<file path="config.mk">
export PLATFORM = sky130hd
export DESIGN_NAME = wb_quadrature_generator
export DESIGN_NICKNAME = d
export VERILOG_FILES = /design/src/rtl/wb_quadrature_generator_pkg.sv /design/src/rtl/wb_quadrature_generator_stepper.sv /design/src/rtl/wb_quadrature_generator.sv
export SDC_FILE = /design/constraint.sdc
export NUM_CORES = 1
export LEC_CHECK = 0
export CAP_MARGIN = 15
export CORE_MARGIN = 5
export CORE_UTILIZATION = 55
export DETAILED_ROUTE_END_ITERATION = 16
export GPL_TIMING_DRIVEN = 0
export HOLD_SLACK_MARGIN = 0.02
export PLACE_DENSITY_LB_ADDON = 0.15
export SETUP_SLACK_MARGIN = 0.1
export SLEW_MARGIN = 40
export SYNTH_ARGS = -nofsm -noshare
export SYNTH_HDL_FRONTEND = slang
export SYNTH_HIERARCHICAL = 1
export SYNTH_SLANG_ARGS = --single-unit
export TNS_END_PERCENT = 50
</file>
<file path="constraint.sdc">
create_clock -name clk -period 5.2 [get_ports clk]
set_input_delay 1.04 -clock clk [delete_from_list [all_inputs] [get_ports clk]]
set_output_delay 1.04 -clock clk [all_outputs]
set_load 0.01 [all_outputs]
</file>
<file path="src/rtl/wb_quadrature_generator_pkg.sv">
// Shared definitions for the Wishbone quadrature generator: register map,
// CTRL bit positions, FSM encoding and the gray-sequence step function.
package wb_quadrature_generator_pkg;

  localparam logic [1:0] ADDR_CTRL     = 2'd0;
  localparam logic [1:0] ADDR_PERIOD   = 2'd1;
  localparam logic [1:0] ADDR_STEPS    = 2'd2;
  localparam logic [1:0] ADDR_POSITION = 2'd3;

  localparam int CTRL_EN   = 0;
  localparam int CTRL_DIR  = 1;
  localparam int CTRL_CONT = 2;
  localparam int CTRL_CLR  = 15;

  typedef enum logic {
    ST_IDLE = 1'b0,
    ST_RUN  = 1'b1
  } qg_state_t;

  // {A,B} forward: 00 -> 10 -> 11 -> 01 -> 00; reverse walks the same ring backwards.
  function automatic logic [1:0] next_phase(input logic [1:0] phase, input logic dir);
    logic [1:0] nxt;
    nxt = 2'b00;
    if (!dir) begin
      case (phase)
        2'b00:   nxt = 2'b10;
        2'b10:   nxt = 2'b11;
        2'b11:   nxt = 2'b01;
        default: nxt = 2'b00;
      endcase
    end else begin
      case (phase)
        2'b00:   nxt = 2'b01;
        2'b01:   nxt = 2'b11;
        2'b11:   nxt = 2'b10;
        default: nxt = 2'b00;
      endcase
    end
    return nxt;
  endfunction

endpackage

</file>
<file path="src/rtl/wb_quadrature_generator_stepper.sv">
// Holds the {A,B} phase and advances it one gray step per i_step pulse;
// o_up tells the position counter which way the next step moves.
module quad_phase_stepper
  import wb_quadrature_generator_pkg::*;
(
  input  logic       i_clk,
  input  logic       i_rst_n,
  input  logic       i_step,
  input  logic       i_dir,
  output logic [1:0] o_phase,
  output logic       o_up
);

  logic [1:0] r_phase;

  always_ff @(posedge i_clk or negedge i_rst_n) begin
    if (!i_rst_n) begin
      r_phase <= 2'b00;
    end else if (i_step) begin
      r_phase <= next_phase(r_phase, i_dir);
    end
  end

  assign o_phase = r_phase;
  assign o_up    = ~i_dir;

endmodule

</file>
<file path="src/rtl/wb_quadrature_generator.sv">
// Wishbone slave that emits a programmable quadrature pair (ch_A/ch_B):
// PERIOD clocks per edge, STEPS edges (or continuous), signed POSITION count.
module wb_quadrature_generator
  import wb_quadrature_generator_pkg::*;
#(
  parameter int                            WISHBONE_DATAWIDTH    = 16,
  parameter int                            WISHBONE_ADDRESSWIDTH = 16,
  parameter logic [WISHBONE_DATAWIDTH-1:0] DEFAULT_PERIOD        = 16'd1875
) (
  input  logic                             clk,
  input  logic                             reset,
  input  logic                             CYC_I,
  input  logic                             STB_I,
  input  logic                             WE_I,
  input  logic [WISHBONE_ADDRESSWIDTH-1:0] ADR_I,
  input  logic [WISHBONE_DATAWIDTH-1:0]    DAT_I,
  output logic [WISHBONE_DATAWIDTH-1:0]    DAT_O,
  output logic                             ACK_O,
  output logic                             STALL_O,
  output logic                             ch_A,
  output logic                             ch_B,
  output logic                             busy,
  output logic                             done,
  output logic                             o_dbg_state
);

  localparam int DW = WISHBONE_DATAWIDTH;

  // Handshake: a request is STB_I & CYC_I & ~ACK_O. Writes commit on the request
  // edge; ACK_O and DAT_O are registered together and valid the following cycle.
  qg_state_t     r_state;
  logic          r_en;
  logic          r_dir;
  logic          r_cont;
  logic [DW-1:0] r_period;
  logic [DW-1:0] r_steps;
  logic [DW-1:0] r_position;
  logic [DW-1:0] r_timer;
  logic          r_ack;
  logic          r_done;
  logic [DW-1:0] r_dat_o;

  logic          w_req;
  logic          w_wr_ctrl;
  logic          w_wr_period;
  logic          w_wr_steps;
  logic          w_clr;
  logic          w_en_nxt;
  logic          w_cont_nxt;
  logic [DW-1:0] w_steps_nxt;
  logic [DW-1:0] w_period_eff;
  logic          w_terminal;
  logic          w_stop;
  logic          w_step;
  logic          w_last;
  logic          w_up;
  logic [1:0]    w_phase;
  logic [DW-1:0] w_ctrl_rd;
  logic [DW-1:0] w_rd_data;
  logic          w_unused_adr;

  assign w_req       = STB_I & CYC_I & ~r_ack;
  assign w_wr_ctrl   = w_req & WE_I & (ADR_I[1:0] == ADDR_CTRL);
  assign w_wr_period = w_req & WE_I & (ADR_I[1:0] == ADDR_PERIOD);
  assign w_wr_steps  = w_req & WE_I & (ADR_I[1:0] == ADDR_STEPS);
  assign w_clr       = w_wr_ctrl & DAT_I[CTRL_CLR];

  assign w_en_nxt    = w_wr_ctrl ? DAT_I[CTRL_EN]   : r_en;
  assign w_cont_nxt  = w_wr_ctrl ? DAT_I[CTRL_CONT] : r_cont;
  assign w_steps_nxt = w_wr_steps ? DAT_I : r_steps;

  // A stored PERIOD of 0 runs at the fastest rate, same as 1.
  assign w_period_eff = (r_period == '0) ? DW'(1) : r_period;
  assign w_terminal   = (r_timer >= (w_period_eff - DW'(1)));

  // Disabling suppresses a coincident step so the phase holds exactly where it was.
  assign w_stop = (r_state == ST_RUN) & w_wr_ctrl & ~DAT_I[CTRL_EN];
  assign w_step = (r_state == ST_RUN) & w_terminal & ~w_stop;
  assign w_last = w_step & ~r_cont & ~w_wr_steps & (r_steps == DW'(1));

  quad_phase_stepper u_stepper (
    .i_clk   (clk),
    .i_rst_n (reset),
    .i_step  (w_step),
    .i_dir   (r_dir),
    .o_phase (w_phase),
    .o_up    (w_up)
  );

  always_ff @(posedge clk or negedge reset) begin
    if (!reset) begin
      r_state <= ST_IDLE;
      r_timer <= '0;
      r_done  <= 1'b0;
    end else begin
      r_done <= w_last;
      case (r_state)
        ST_IDLE: begin
          if (w_en_nxt && (w_cont_nxt || (w_steps_nxt != '0))) begin
            r_state <= ST_RUN;
            r_timer <= '0;
          end
        end
        ST_RUN: begin
          if (w_stop || w_last || (!w_cont_nxt && (w_steps_nxt == '0))) begin
            r_state <= ST_IDLE;
          end
          if (w_step || w_wr_period) begin
            r_timer <= '0;
          end else begin
            r_timer <= r_timer + DW'(1);
          end
        end
        default: r_state <= ST_IDLE;
      endcase
    end
  end

  always_ff @(posedge clk or negedge reset) begin
    if (!reset) begin
      r_en       <= 1'b0;
      r_dir      <= 1'b0;
      r_cont     <= 1'b0;
      r_period   <= DEFAULT_PERIOD;
      r_steps    <= '0;
      r_position <= '0;
    end else begin
      if (w_wr_ctrl) begin
        r_en   <= DAT_I[CTRL_EN];
        r_dir  <= DAT_I[CTRL_DIR];
        r_cont <= DAT_I[CTRL_CONT];
      end
      if (w_wr_period) begin
        r_period <= DAT_I;
      end
      // A bus write to STEPS overrides the decrement of a coincident step.
      if (w_wr_steps) begin
        r_steps <= DAT_I;
      end else if (w_step && !r_cont && (r_steps != '0)) begin
        r_steps <= r_steps - DW'(1);
      end
      if (w_clr) begin
        r_position <= '0;
      end else if (w_step) begin
        r_position <= r_position + (w_up ? DW'(1) : {DW{1'b1}});
      end
    end
  end

  always_comb begin
    w_ctrl_rd            = '0;
    w_ctrl_rd[CTRL_EN]   = r_en;
    w_ctrl_rd[CTRL_DIR]  = r_dir;
    w_ctrl_rd[CTRL_CONT] = r_cont;
    w_rd_data            = '0;
    case (ADR_I[1:0])
      ADDR_CTRL:     w_rd_data = w_ctrl_rd;
      ADDR_PERIOD:   w_rd_data = r_period;
      ADDR_STEPS:    w_rd_data = r_steps;
      default:       w_rd_data = r_position;
    endcase
  end

  always_ff @(posedge clk or negedge reset) begin
    if (!reset) begin
      r_ack   <= 1'b0;
      r_dat_o <= '0;
    end else begin
      r_ack   <= w_req;
      r_dat_o <= (w_req && !WE_I) ? w_rd_data : '0;
    end
  end

  assign w_unused_adr = ^ADR_I[WISHBONE_ADDRESSWIDTH-1:2];

  assign DAT_O       = r_dat_o;
  assign ACK_O       = r_ack;
  assign STALL_O     = 1'b0;
  assign ch_A        = w_phase[1];
  assign ch_B        = w_phase[0];
  assign busy        = (r_state == ST_RUN);
  assign done        = r_done;
  assign o_dbg_state = r_state;

endmodule

</file>
# Word-level counts from Yosys, hierarchy flattened
# Cells that the tools add are included.
[word_totals]
register_bits = 88
inputBits = 37
wordCells = 84
out_inout_bits = 23
[op_classes]
magnitude_cmp = 1
eq_ne = 7
addsub = 4
n_reduce_logical = 20
bitwise_logic = 20
n_mux = 20
[ops]
columns = ["op", "count"]
rows = [
  ["16-bit 2-to-1 mux", 10],
  ["16-bit case mux with 3 select lines", 1],
  ["16-bit logical NOT", 2],
  ["16-bit case mux with 2 select lines", 1],
  ["16-bit nonzero test", 2],
  ["16-bit by 1-bit subtractor with 16-bit output, second input constant", 2],
  ["16-bit by 1-bit adder with 16-bit output, second input constant", 1],
  ["16-bit adder", 1],
  ["16-bit by 1-bit == test with 1-bit output, second input constant", 1],
  ["16-bit greater-or-equal comparator", 1],
  ["1-bit AND", 14],
  ["2-bit case mux with 3 select lines", 2],
  ["2-bit == test, second input constant", 3],
  ["1-bit inverter", 6],
  ["1-bit logical AND", 5],
  ["2-bit by 1-bit == test with 1-bit output, second input constant", 2],
  ["2-bit logical NOT", 2],
  ["1-bit logical OR", 4],
  ["1-bit 2-to-1 mux", 4],
  ["2-bit nonzero test", 2],
  ["1-bit logical NOT", 3],
  ["2-bit 2-to-1 mux", 1],
  ["2-bit inequality test, second input constant", 1],
  ["1-bit case mux with 2 select lines", 1],
]

# Logic depth before layout (Yosys ltp)
# Gate-level depths: netlist of the first run.
[logic_depth]
depth_word = 15
depth_mapped = 22
mapped_depth_nobuf = 20

# Hierarchy
# The synthesis of the first run kept the hierarchy.
[by_module_without_submodules]
columns = ["mod", "seq_area_each_um2", "instances", "area_per_inst_um2", "cells_each"]
rows = [
  ["wb_quadrature_generator", 2160.8, 1, 5328.9, 555],
  ["quad_phase_stepper", 50.0, 1, 95.1, 8],
]

# Least setup slack after synthesis of the first run
# No wires, ideal clock.
[synth_timing]
path_kind = "register -> register"
startpoint = "reg r_period[7]"
endpoint = "reg u_stepper.r_phase[1] (netlist: u_stepper/o_phase[1])"
n_path_buf = 2
t_arrival_ps = 4499
path_slack_ps = 576
period_less_slack_ps = 4624
stages_incl_launch_ff = 20
t_required_ps = 5075
setup_time_ps = 125
cell_sequence = "dfrtp_1 -> or4_1 -> nor4_2 -> nand2b_1 -> or4_1 -> nor2_1 -> nor2_1 -> ha_1 -> nand3b_1 -> nor4_1 -> xnor2_1 -> ha_1 -> nand4_1 -> nor2_1 -> nor3_1 -> a21oi_1 -> o311a_4 -> clkbuf_1 -> buf_2 -> mux2_4"
[synth_between]
elab_chain_cells = 6
[synth_rtl]
columns = ["item", "line_no", "rtl"]
rows = [
  ["start: declaration", "wb_quadrature_generator.sv:35", "logic [DW-1:0] r_period;"],
  ["start signal: assignment", "wb_quadrature_generator.sv:124", "r_period <= DEFAULT_PERIOD;"],
  ["start signal: assignment", "wb_quadrature_generator.sv:134", "r_period <= DAT_I;"],
  ["16-bit logical NOT", "wb_quadrature_generator.sv:73", "assign w_period_eff = (r_period == '0) ? DW'(1) : r_period;"],
  ["16-bit 2-to-1 mux (*)", "wb_quadrature_generator.sv:73", ""],
  ["16-bit by 1-bit subtractor with 16-bit output (*)", "wb_quadrature_generator.sv:74", "assign w_terminal = (r_timer >= (w_period_eff - DW'(1)));"],
  ["16-bit greater-or-equal comparator (*)", "wb_quadrature_generator.sv:74", ""],
  ["1-bit AND (*) (2 in series)", "wb_quadrature_generator.sv:78", "assign w_step = (r_state == ST_RUN) & w_terminal & ~w_stop;"],
  ["net w_step", "wb_quadrature_generator.sv:54", "logic w_step;"],
  ["end signal: assignment", "wb_quadrature_generator_stepper.sv:20", "r_phase <= next_phase(r_phase, i_dir);"],
  ["end: declaration", "wb_quadrature_generator_stepper.sv:14", "logic [1:0] r_phase;"],
]
# Mark *: on every way through the listed nets, which the timed path passes. The rest lies on a longest branch.
# A chain may end at the register's enable or synchronous reset.

# Worst setup path in the final report of the first run
[layout_timing]
startpoint = "reg r_period[7]"
endpoint = "reg r_timer[7]"
[layout_between]
elab_chain_cells = 9
[layout_rtl]
columns = ["item", "line_no", "rtl"]
rows = [
  ["16-bit logical NOT", "wb_quadrature_generator.sv:73", ""],
  ["16-bit 2-to-1 mux (*)", "wb_quadrature_generator.sv:73", ""],
  ["16-bit by 1-bit subtractor with 16-bit output (*)", "wb_quadrature_generator.sv:74", ""],
  ["16-bit greater-or-equal comparator (*)", "wb_quadrature_generator.sv:74", ""],
  ["1-bit AND (*) (2 in series)", "wb_quadrature_generator.sv:78", ""],
  ["1-bit logical OR (*)", "wb_quadrature_generator.sv:108", "if (w_step || w_wr_period) begin"],
  ["16-bit 2-to-1 mux (*)", "wb_quadrature_generator.sv:108", ""],
  ["16-bit case mux with 2 select lines (*)", "wb_quadrature_generator.sv:97", "case (r_state)"],
  ["end signal: assignment", "wb_quadrature_generator.sv:111", "r_timer <= r_timer + DW'(1);"],
  ["end: declaration", "wb_quadrature_generator.sv:38", "logic [DW-1:0] r_timer;"],
]
# Mark *: on every way between the ends. The rest lies on a longest branch, timed or not.

==> results.sh, run 1 <==
export IMPL_synth_top_flop_cell="dfrtp_1"
export IMPL_power_per_cell_area_nw_per_um2=412
export IMPL_post_dp_hpwl_um=10300
export IMPL_synth_compound_area_share_pct=12.9
export IMPL_setup_skew_ps=12.5
export IMPL_worst_hold_path_type="flop to flop"
export IMPL_stdcell_count=767
export IMPL_grt_first_pass_wirelength_um=22900
export IMPL_worst_r2r_endpoint="r_timer[7]$_DFFE_PN0P_"
export IMPL_worstRegToRegCells=20
export IMPL_power_switching_uw=1020
export IMPL_crit_path_end_kind="flop"
export IMPL_synth_warning_count=6
export IMPL_antenna_cells_inserted=0
export IMPL_critical_path_endpoint="r_timer[7]$_DFFE_PN0P_"
export IMPL_core_area_sq_um=9680
export IMPL_result_of_the_run="completed"
export IMPL_sw_frac_of_total_pct=38.7
export IMPL_grt_antenna_before_repair=0
export IMPL_cts_made_buffers=9
export IMPL_layout_filler_cells=793
export IMPL_share_of_power_burned_in_the_clock_network_pct=18.2
export IMPL_synthesis_area_per_instance_sq_um=9.63
export IMPL_critical_path_reg2reg_startpoint="r_period[7]$_DFFE_PN0P_"
export IMPL_clock_root_buffer="clkbuf_8"
export IMPL_worstPathRequired_ps=5490
export IMPL_firstDrtPassIters=4
export IMPL_max_transition_margin_pct=44.3
export IMPL_route_detailed_vias_per_inst=5.83
export IMPL_post_synth_fa_ha_maj_area_fraction_pct=8.21
export IMPL_rows=36
export IMPL_cts_tree="done"
export IMPL_mappedNetlistArea_sq_um=5420
export IMPL_crit_path_start="r_period[7]$_DFFE_PN0P_"
export IMPL_share_comb_of_total_power_pct=40.4
export IMPL_fin_crit_sh_pct=95.8
export IMPL_worst_ir_drop_vdd_mv=0.256
export IMPL_post_synth_and_or_nand_nor_area_fraction_pct=18.5
export IMPL_internal_power_uw=1610
export IMPL_slew_viol_final=0
export IMPL_via_count_of_the_first_global_routing_pass=4501
export IMPL_die_width_um=109
export IMPL_initialDrtViolationCount=284
export IMPL_grt_total_usage_pct=24.9
export IMPL_report_final_setup_viol=0
export IMPL_mappedNetlistNets=635
export IMPL_synth_seq_area_share_pct=40.8
export IMPL_clock_latency_ps=370
export IMPL_fin_tns_setup_ps=0
export IMPL_area_taken_by_flip_flops_and_latches_sq_um=2210
export IMPL_rsz_0062_raised_after_global_routing="yes"
export IMPL_gp_congestion=0.926
export IMPL_area_occupied_by_multi_input_gates_sq_um=3120
export IMPL_hold_violations=0
export IMPL_yosys_top_cells_area="dfrtp_1 37%, ha_1 7.8%, mux2_2 6.6%, nor2_1 5.3%, xnor2_1 4.5%"
export IMPL_muxShareOfSynthArea_pct=10.4
export IMPL_setup_worst_path_start_class="flop"
export IMPL_achievable_frequency_mhz=201
export IMPL_seqPwrFrac_pct=41.3
export IMPL_number_of_enable_type_register_cells_in_the_synthesized_netlist=0
export IMPL_floorplan_die_height_um=109
export IMPL_postRouteWirelength_um=13900
export IMPL_hp_start="ACK_O$_DFF_PN0_"
export IMPL_finalCriticalPeriod_ps=4980
export IMPL_tightestPinTransition_ps=829
export IMPL_syn_to_final_growth_pct=17.5
export IMPL_synth_xor_xnor_area_share_pct=6.62
export IMPL_mean_routed_wirelength_per_cell_um=18.1
export IMPL_grt_start_max_net_pins=60
export IMPL_post_synth_cell_types=58
export IMPL_static_leakage_power_uw=0.00277
export IMPL_layout_drive_gt1_share_pct=15.0
export IMPL_synthesized_instance_count=563
export IMPL_synth_top_family_by_area="simple AND/OR/NAND/NOR gates"
export IMPL_start_util_pct=56.0
export IMPL_maxCapViolations=0
export IMPL_path_class="flop to flop"
export IMPL_route_vias_total=4473
export IMPL_design_die_area_sq_um=11900
export IMPL_nNetsFinal=701
export IMPL_utilization_pct=65.8
export IMPL_critical_path_peak_fanout=10
export IMPL_ant_nets=0
export IMPL_timing_reg2reg_setup_slack_ps=220
export IMPL_timing_critical_path_arrival_ps=5270
export IMPL_grt_remaining_overflow=0
export IMPL_postSynth_asyncResetShare_pct=100
export IMPL_dp_cells=739
export IMPL_clock_sinks=88
export IMPL_synth_ff_latch_count=88
export IMPL_clock_tree_buffer_depth=2
export IMPL_h_tree_lvls=3
export IMPL_path_clk_slew_ps=80
export IMPL_place_port_buffers=42
export IMPL_pin_count=60
export IMPL_drc_errors=0
export IMPL_post_synth_top_area_cell="dfrtp_1"
export IMPL_synth_top_cell_area_share_pct=37.4
[through the flow]
step	hold WS [ps]	total power (uW)	setup WS, ps	cell area [sq um]
floorplan	447	1780	576	5420
global placement	470	2030	-209	6010
detailed placement	476	2090	-204	6050
CTS	486	2580	121	6260
global route	516	2810	50.1	6370
finish	483	2630	219	6370
[power groups by stage]
stage                     registers, uW  clock network [uW]  logic, uW
after detailed placement           1090                   0        999
after global placement             1080                   0        951
after floorplan                    1010                   0        773
after global routing               1110                 513       1190
after CTS                          1080                 484       1020
final                              1090                 480       1060
[what timing repair did]
action	4_1_cts	5_1_grt
pin swaps	1	6
buffers inserted	1	11
hold buffers	0	0
gates resized for setup	5	9
endpoints found under the setup margin	24	42
[sequential cells by signal (all words and copies together) (netlist names)]
signal,flops
ACK_O,1
r_cont,1
DAT_O,16
done,1
u_stepper/o_phase,2
r_steps,16
r_timer,16
r_en,1
r_dir,1
r_position,16
busy,1
r_period,16
[routing by layer]
metal | track usage [%] | vias up | wire [um]
met1 | 33.6 | 2190 | 6470
met3 | 3.99 | 25 | 604
met5 | 0 | - | 0
met4 | 10.3 | 0 | 333
met2 | 40.3 | 110 | 6500
li1 | - | 2148 | -
[synth_stat cells (all sizes together), types with 2 or more instances]
library cell and count:
o21a 2, xnor2 28, inv 8, a21o 5
nor2b 6, a21oi 23, nand2b 9, a31oi 3
mux2 33, dfstp 7, mux4 3, nor3b 3
a41o 3, ha 34, nor2 77, clkbuf 11
o21ai 49, nor3 15, nor4 8, o211ai 2
xor2 13, and3 12, mux2i 12, nand2 42
nand4b 2, buf 12, a211oi 3, dfrtp 81
and2 3, or3 4, or4 3, a22oi 13
nand4 11, nand3 8
[worst min path at each step]
stage	endpoint	slack, ps	cells past startpoint
floorplan	r_timer[15]$_DFFE_PN0P_	450	1
global placement	ACK_O$_DFF_PN0_	470	1
global route	r_timer[15]$_DFFE_PN0P_	520	1
CTS	ACK_O$_DFF_PN0_	490	1
detailed placement	r_timer[15]$_DFFE_PN0P_	480	1
finish	ACK_O$_DFF_PN0_	480	1
[cell families after synthesis]
kind of cell / after synthesis
AO/OA/AOI/OAI: 112
flip-flops: 88
buffers and inverters: 31
adder cells (fa/ha/maj): 35
XOR/XNOR: 41
AND/OR/NAND/NOR: 207
other: 1
multiplexers: 48
[critical path, cell delays in order, from the launching register on]
cell,delay [ps]
dfrtp_2,450
or4_4,510
nor4_4,310
nand2b_1,130
or4_4,460
nor2_4,140
nor2_1,70
ha_2,200
xnor2_2,140
ha_1,300
a211o_1,290
a31oi_1,140
nor3_1,80
o31a_1,290
o311a_4,440
or3b_1,390
buf_4,170
buf_6,140
nor2_1,120
o21ai_1,70
o21ai_1,80
[layout make-up]
cell class,count,share of cell area (%)
clock inverter,4,0.707
inverter,8,0.471
multi-input combinational,444,49.0
sequential,88,34.7
tap,133,2.61
timing repair buffer,55,8.46
clock buffer,12,2.28
buffer,23,1.81
[layout by cell type, fill, tap and decap left out, types with 3 or more instances in the layout]
cell type        count
a211oi_1             3
a21o_1               5
a21oi_1             22
a22oi_1             13
a31oi_1              3
a41o_1               3
and2_1               3
and3_1              12
buf_1                4
buf_2                3
buf_4               16
clkbuf_1            11
clkbuf_8            10
clkdlybuf4s50_1     41
clkinv_2             3
dfrtp_1             80
dfstp_2              7
ha_1                33
inv_1                8
mux2_2              32
mux2i_1             12
mux4_2               3
nand2_1             42
nand2b_1             9
nand3_1              8
nand4_1             11
nor2_1              75
nor2b_1              6
nor3_1              15
nor4_1               7
o21ai_0             17
o21ai_1             32
or3_1                4
xnor2_1             27
xor2_1              13
No activity file was read; power rests on OpenSTA's default activity.
==> run 2: changes to the inputs <==
--- a/config.mk
+++ b/config.mk
@@ -8,6 +8,7 @@
 export CAP_MARGIN = 15
 export CORE_MARGIN = 5
 export CORE_UTILIZATION = 55
+export CTS_BUF_LIST = sky130_fd_sc_hd__clkbuf_4
 export DETAILED_ROUTE_END_ITERATION = 16
 export GPL_TIMING_DRIVEN = 0
 export HOLD_SLACK_MARGIN = 0.02
==> run 2 against run 1 <==
Net effect: first-iteration DRC count rose by 1.8%; register-to-register slack improved by 50 ps; sequential power is essentially flat; clock-buffer cell count shrank 1; critical path type unchanged; clock skew is 9.5 ps higher; core utilization fell by 0.53 points; cell area decreased by 0.80%; die area stayed put; via count up 1.1%.
==> results.sh, run 2 (synthesis results as in run 1) <==
export IMPL_dp_cells=739
export IMPL_rsz_0062_raised_after_global_routing="no"
export IMPL_gp_congestion=0.926
export IMPL_report_final_setup_viol=0
export IMPL_die_width_um=109
export IMPL_global_route_usage_met2_pct=39.9
export IMPL_firstDrtPassIters=5
export IMPL_fin_tns_setup_ps=0
export IMPL_floorplan_die_height_um=109
export IMPL_worstPathRequired_ps=5550
export IMPL_grt_remaining_overflow=0
export IMPL_start_util_pct=56.0
export IMPL_grt_first_pass_wirelength_um=22800
export IMPL_layout_cells_most_common="dfrtp_1"
export IMPL_via_count_of_the_first_global_routing_pass=4488
export IMPL_timing_hold_ws_ps=428
export IMPL_setup_skew_ps=22.0
export IMPL_hold_buffers=0
export IMPL_grt_busiest_layer="met2"
export IMPL_h_tree_lvls=3
export IMPL_critical_path_peak_fanout=7
export IMPL_critical_path_reg2reg_startpoint="r_period[9]$_DFFE_PN1P_"
export IMPL_timing_critical_path_arrival_ps=5280
export IMPL_design_die_area_sq_um=11900
export IMPL_initialDrtViolationCount=289
export IMPL_hold_violations=0
export IMPL_max_transition_margin_pct=44.1
export IMPL_place_port_buffers=42
export IMPL_crit_path_cell_trace="or4_4 > nor4_4 > nand2b_1 > or4_4 > nor2_4 > nor2_1 > ha_2 > nand3b_1 > buf_4 > nor4_1 > xnor2_1 > ha_1 > nand4_1 > nor2_1 > nor3_1 > a21oi_1 > o311a_4 > and3b_1 > clkbuf_1 > nand3_1 > xnor2_1 > mux2_2"
export IMPL_ant_nets=0
export IMPL_setup_worst_path_start_class="flop"
export IMPL_placement_cell_area_sq_um=6050
export IMPL_stdcell_count=768
export IMPL_path_clk_slew_ps=150
export IMPL_crit_path_end_kind="flop"
export IMPL_slew_viol_final=0
export IMPL_groute_layer_met3_usage_pct=4.11
export IMPL_grt_start_max_net_pins=60
export IMPL_post_dp_hpwl_um=10300
export IMPL_critical_path_max_stage_delay_ps=550
export IMPL_worst_ir_drop_vdd_mv=0.250
export IMPL_clock_sinks=88
export IMPL_rows=36
export IMPL_cts_made_buffers=9
export IMPL_postRouteWirelength_um=13800
export IMPL_grt_antenna_before_repair=0
export IMPL_cts_tree="done"
export IMPL_tightestPinTransition_ps=833
export IMPL_pin_count=60
export IMPL_result_of_the_run="completed"
export IMPL_clock_tree_buffer_depth=2
export IMPL_grt_total_usage_pct=24.8
export IMPL_drc_errors=0
export IMPL_critical_path_slowest_stage_cell="or4_4"
export IMPL_power_per_cell_area_nw_per_um2=401
export IMPL_layout_drive_gt1_share_pct=15.3
export IMPL_design_area_sq_um=6320
export IMPL_fin_crit_sh_pct=94.7
export IMPL_clock_latency_ps=460
export IMPL_achievable_frequency_mhz=203
export IMPL_path_class="flop to flop"
export IMPL_static_leakage_power_uw=0.00276
export IMPL_syn_to_final_growth_pct=16.6
export IMPL_nNetsFinal=702
export IMPL_layout_filler_cells=802
export IMPL_antenna_cells_inserted=0
export IMPL_gr_usage_met1_pct=33.7
export IMPL_mean_routed_wirelength_per_cell_um=18.0
export IMPL_most_frequent_cells_in_the_layout="80 x dfrtp_1, 75 x nor2_1, 42 x nand2_1"
export IMPL_maxCapViolations=0
export IMPL_clock_root_buffer="clkbuf_4"
export IMPL_core_area_sq_um=9680
export IMPL_finalCriticalPeriod_ps=4930
export IMPL_utilization_pct=65.3
export IMPL_route_detailed_vias_per_inst=5.89
export IMPL_crit_path_start="r_period[9]$_DFFE_PN1P_"
export IMPL_route_vias_total=4521
export IMPL_worst_hold_path_type="input port to async pin"
-- run 2: cell types whose count changed in the layout (fill, tap and decap cells not counted), sizes merged --
cell | before | now
clkbuf | 23 | 22
buf | 26 | 27
clkinv | 3 | 4
-- run 2: worst paths after layout --
| check | to | slack (ps) | cells after the start |
|---|---|---|---|
| worst max-delay path | r_steps[4]$_DFFE_PN0P_ | 270 | 22 |
| worst min register to register | ACK_O$_DFF_PN0_ | 490 | 1 |
| worst min-delay path | u_stepper/o_phase[0]$_DFFE_PN0P_ | 430 | 1 |
| min in group clk | ACK_O$_DFF_PN0_ | 490 | 1 |
| worst max register to register | r_steps[4]$_DFFE_PN0P_ | 270 | 22 |
| max in group asynchronous | r_period[4]$_DFFE_PN1P_ | 4130 | 2 |
-- run 2: cell type report --
type                       count  area (sq um)  share of cell area [%]
buffer                        23           115                    1.82
sequential                    88          2210                    35.0
timing repair buffer          56           547                    8.65
tap                          133           166                    2.63
clock inverter                 5          48.8                   0.772
multi-input combinational    444          3120                    49.4
clock buffer                  11          82.6                    1.31
inverter                       8          30.0                   0.475
-- run 2: what timing repair did --
item | 4_1_cts | 5_1_grt
pin swaps | 1 | 6
buffers inserted | 1 | 12
gates resized for setup | 4 | 10
setup endpoints to repair | 24 | 48
-- run 2: worst max-delay path, delay by kind of cell (launching register included) --
kind,cells,cell delay [ps]
and+or+nand+nor,13,2470
muxes,1,260
buffers and inverters,2,420
adders and majority gates,2,490
DFF,1,410
xor gates and xnor gates,2,290
AOI/OAI and AO/OA,2,470
-- run 2: through the flow --
stage | worst slack, ps | power [uW]
3_5_place_dp | -204 | 2090
6_report | 273 | 2540
2_1_floorplan | 576 | 1780
3_3_place_gp | -209 | 2030
4_1_cts | 62.3 | 2490
5_1_grt | 96.9 | 2710
-- run 2: power breakdown --
| group | leakage [uW] | internal, uW | total [uW] | switching (uW) |
|---|---|---|---|---|
| clock | 0.0000780 | 154 | 393 | 240 |
| sequential | 0.00114 | 855 | 1080 | 230 |
| combinational | 0.00153 | 525 | 1060 | 534 |
-- run 2: routing by layer --
metal	part of all wire, %	vias up	wire [um]
li1	-	2149	-
met1	47	2239	6450
met2	47	108	6460
met3	4.2	25	579
met4	2.5	0	344
met5	0	-	0
==> run 3: changes to the inputs <==
--- a/config.mk
+++ b/config.mk
@@ -10,11 +10,12 @@
 export CORE_UTILIZATION = 55
 export CTS_BUF_LIST = sky130_fd_sc_hd__clkbuf_4
 export DETAILED_ROUTE_END_ITERATION = 16
+export GPL_ROUTABILITY_DRIVEN = 1
 export GPL_TIMING_DRIVEN = 0
 export HOLD_SLACK_MARGIN = 0.02
 export PLACE_DENSITY_LB_ADDON = 0.15
 export SETUP_SLACK_MARGIN = 0.1
-export SLEW_MARGIN = 40
+export SLEW_MARGIN = 20
 export SYNTH_ARGS = -nofsm -noshare
 export SYNTH_HDL_FRONTEND = slang
 export SYNTH_HIERARCHICAL = 1
==> run 3 against run 2 <==
Net effect: register-to-register slack worse by 20 ps; via count about the same; clock-buffer cell count shrank 2; critical endpoint is now u_stepper/o_phase[1]$_DFFE_PN0P_.
==> results.sh, run 3 (synthesis results as in run 1) <==
export IMPL_result_of_the_run="completed"
export IMPL_dp_cells=739
export IMPL_die_width_um=109
export IMPL_setup_worst_path_start_class="flop"
export IMPL_critical_path_peak_fanout=12
export IMPL_path_clk_slew_ps=150
export IMPL_crit_path_end_kind="flop"
export IMPL_gp_congestion=0.926
export IMPL_layout_cells_most_common="dfrtp_1"
export IMPL_worst_ir_drop_vdd_mv=0.229
export IMPL_h_tree_lvls=3
export IMPL_via_count_of_the_first_global_routing_pass=4506
export IMPL_syn_to_final_growth_pct=17.2
export IMPL_antenna_cells_inserted=0
export IMPL_cts_made_buffers=9
export IMPL_worstPathRequired_ps=5540
export IMPL_core_area_sq_um=9680
export IMPL_grt_remaining_overflow=0
export IMPL_ant_nets=0
export IMPL_grt_total_usage_pct=24.6
export IMPL_mean_routed_wirelength_per_cell_um=18.0
export IMPL_post_dp_hpwl_um=10300
export IMPL_seqPwrFrac_pct=42.4
export IMPL_nNetsFinal=701
export IMPL_design_power_total_uw=2560
export IMPL_rows=36
export IMPL_fin_crit_sh_pct=95.1
export IMPL_timing_critical_path_arrival_ps=5290
export IMPL_route_detailed_vias_per_inst=5.90
export IMPL_path_class="flop to flop"
export IMPL_power_switching_uw=1030
export IMPL_finalCriticalPeriod_ps=4950
export IMPL_hold_buffers=0
export IMPL_design_die_area_sq_um=11900
export IMPL_max_transition_margin_pct=39.7
export IMPL_rsz_0062_raised_after_global_routing="yes"
export IMPL_sw_frac_of_total_pct=40.2
export IMPL_route_vias_total=4524
export IMPL_floorplan_die_height_um=109
export IMPL_timing_reg2reg_setup_slack_ps=250
export IMPL_cts_tree="done"
export IMPL_pin_count=60
export IMPL_place_port_buffers=42
export IMPL_grt_start_max_net_pins=60
export IMPL_share_of_power_burned_in_the_clock_network_pct=15.6
export IMPL_postRouteWirelength_um=13800
export IMPL_power_per_cell_area_nw_per_um2=403
export IMPL_initialDrtViolationCount=240
export IMPL_setup_skew_ps=16.4
export IMPL_clock_latency_ps=440
export IMPL_layout_drive_gt1_share_pct=16.6
export IMPL_firstDrtPassIters=4
export IMPL_grt_first_pass_wirelength_um=22900
export IMPL_clock_sinks=88
export IMPL_internal_power_uw=1530
export IMPL_tightestPinTransition_ps=897
export IMPL_share_comb_of_total_power_pct=42.1
export IMPL_drc_errors=0
export IMPL_start_util_pct=56.0
export IMPL_stdcell_count=767
export IMPL_slew_viol_final=0
export IMPL_static_leakage_power_uw=0.00275
export IMPL_achievable_frequency_mhz=202
export IMPL_worst_hold_path_type="input port to async pin"
export IMPL_clock_tree_buffer_depth=2
export IMPL_report_final_setup_viol=0
export IMPL_clock_root_buffer="clkbuf_4"
export IMPL_hold_violations=0
export IMPL_maxCapViolations=0
export IMPL_most_frequent_cells_in_the_layout="80 x dfrtp_1, 68 x nor2_1, 42 x nand2_1"
export IMPL_grt_antenna_before_repair=0
## run 3: changes by cell type in the layout (fill, tap and decap cells not counted), moves of 2 or more
cell,before,now
buf_4,17,14
clkbuf_4,11,9
clkinv_2,3,1
clkinvlp_4,0,2
nor2_1,75,68
nor2_2,1,8
## run 3: worst max-delay path: stages (launching register included)
cell	delay, ps
dfrtp_2	470
or4_4	530
nor4_4	310
nand2b_1	110
or4_4	460
nor2_4	150
nor2_2	60
ha_2	200
xnor2_1	130
ha_1	320
a211o_1	270
a31oi_2	160
nor3_2	70
o31a_1	250
o311a_4	430
buf_4	160
clkbuf_2	240
buf_6	230
mux2_4	290
## run 3: what timing repair did
action / 4_1_cts / 5_1_grt
setup endpoints to repair: 29 / 43
setup buffers: 0 / 12
cloned: 0 / 0
gates resized for setup: 7 / 21
pin swaps: 0 / 9
## run 3: area by class of cell
type                       count  area, sq um
clock inverter                 7         71.3
multi-input combinational    444         3150
timing repair buffer          55          539
buffer                        23          126
tap                          133          166
fill                         822         3330
clock buffer                   9         67.6
sequential                    88         2210
inverter                       8         30.0
## run 3: path summary, 6_finish.rpt
path / start / to / cells after the start
min in group clk: ACK_O$_DFF_PN0_ / ACK_O$_DFF_PN0_ / 1
worst min register to register: ACK_O$_DFF_PN0_ / ACK_O$_DFF_PN0_ / 1
max in group asynchronous: reset / r_period[6]$_DFFE_PN1P_ / 2
worst min-delay path: reset / u_stepper/o_phase[0]$_DFFE_PN0P_ / 1
worst max-delay path: r_period[7]$_DFFE_PN0P_ / u_stepper/o_phase[1]$_DFFE_PN0P_ / 18
worst max register to register: r_period[7]$_DFFE_PN0P_ / u_stepper/o_phase[1]$_DFFE_PN0P_ / 18
## run 3: power groups by stage
| stage | logic, uW | clock network, uW | registers [uW] |
|---|---|---|---|
| finish | 1080 | 399 | 1090 |
| global route | 1210 | 434 | 1110 |
| CTS | 1010 | 404 | 1080 |
| detailed placement | 999 | 0 | 1090 |
| global placement | 951 | 0 | 1080 |
| floorplan | 773 | 0 | 1010 |
## run 3: per-stage QoR
step	util [%]	hold slack, ps	setup slack (ps)	TNS, ps	instance area [sq um]
2_1_floorplan	-	447	576	0	5420
3_3_place_gp	62.1	470	-209	-17070	6010
3_5_place_dp	62.4	476	-165	-1750	6040
4_1_cts	64.0	463	14.9	0	6200
5_1_grt	65.7	448	88.6	0	6360
6_report	65.7	445	253	0	6360
## run 3: per-layer routing
metal  global-route usage, %  share of wire (%)
met1                    34.8                 47
met2                    39.2                 47
met3                    3.52                4.3
met4                    8.28                2.3
met5                       0                  0
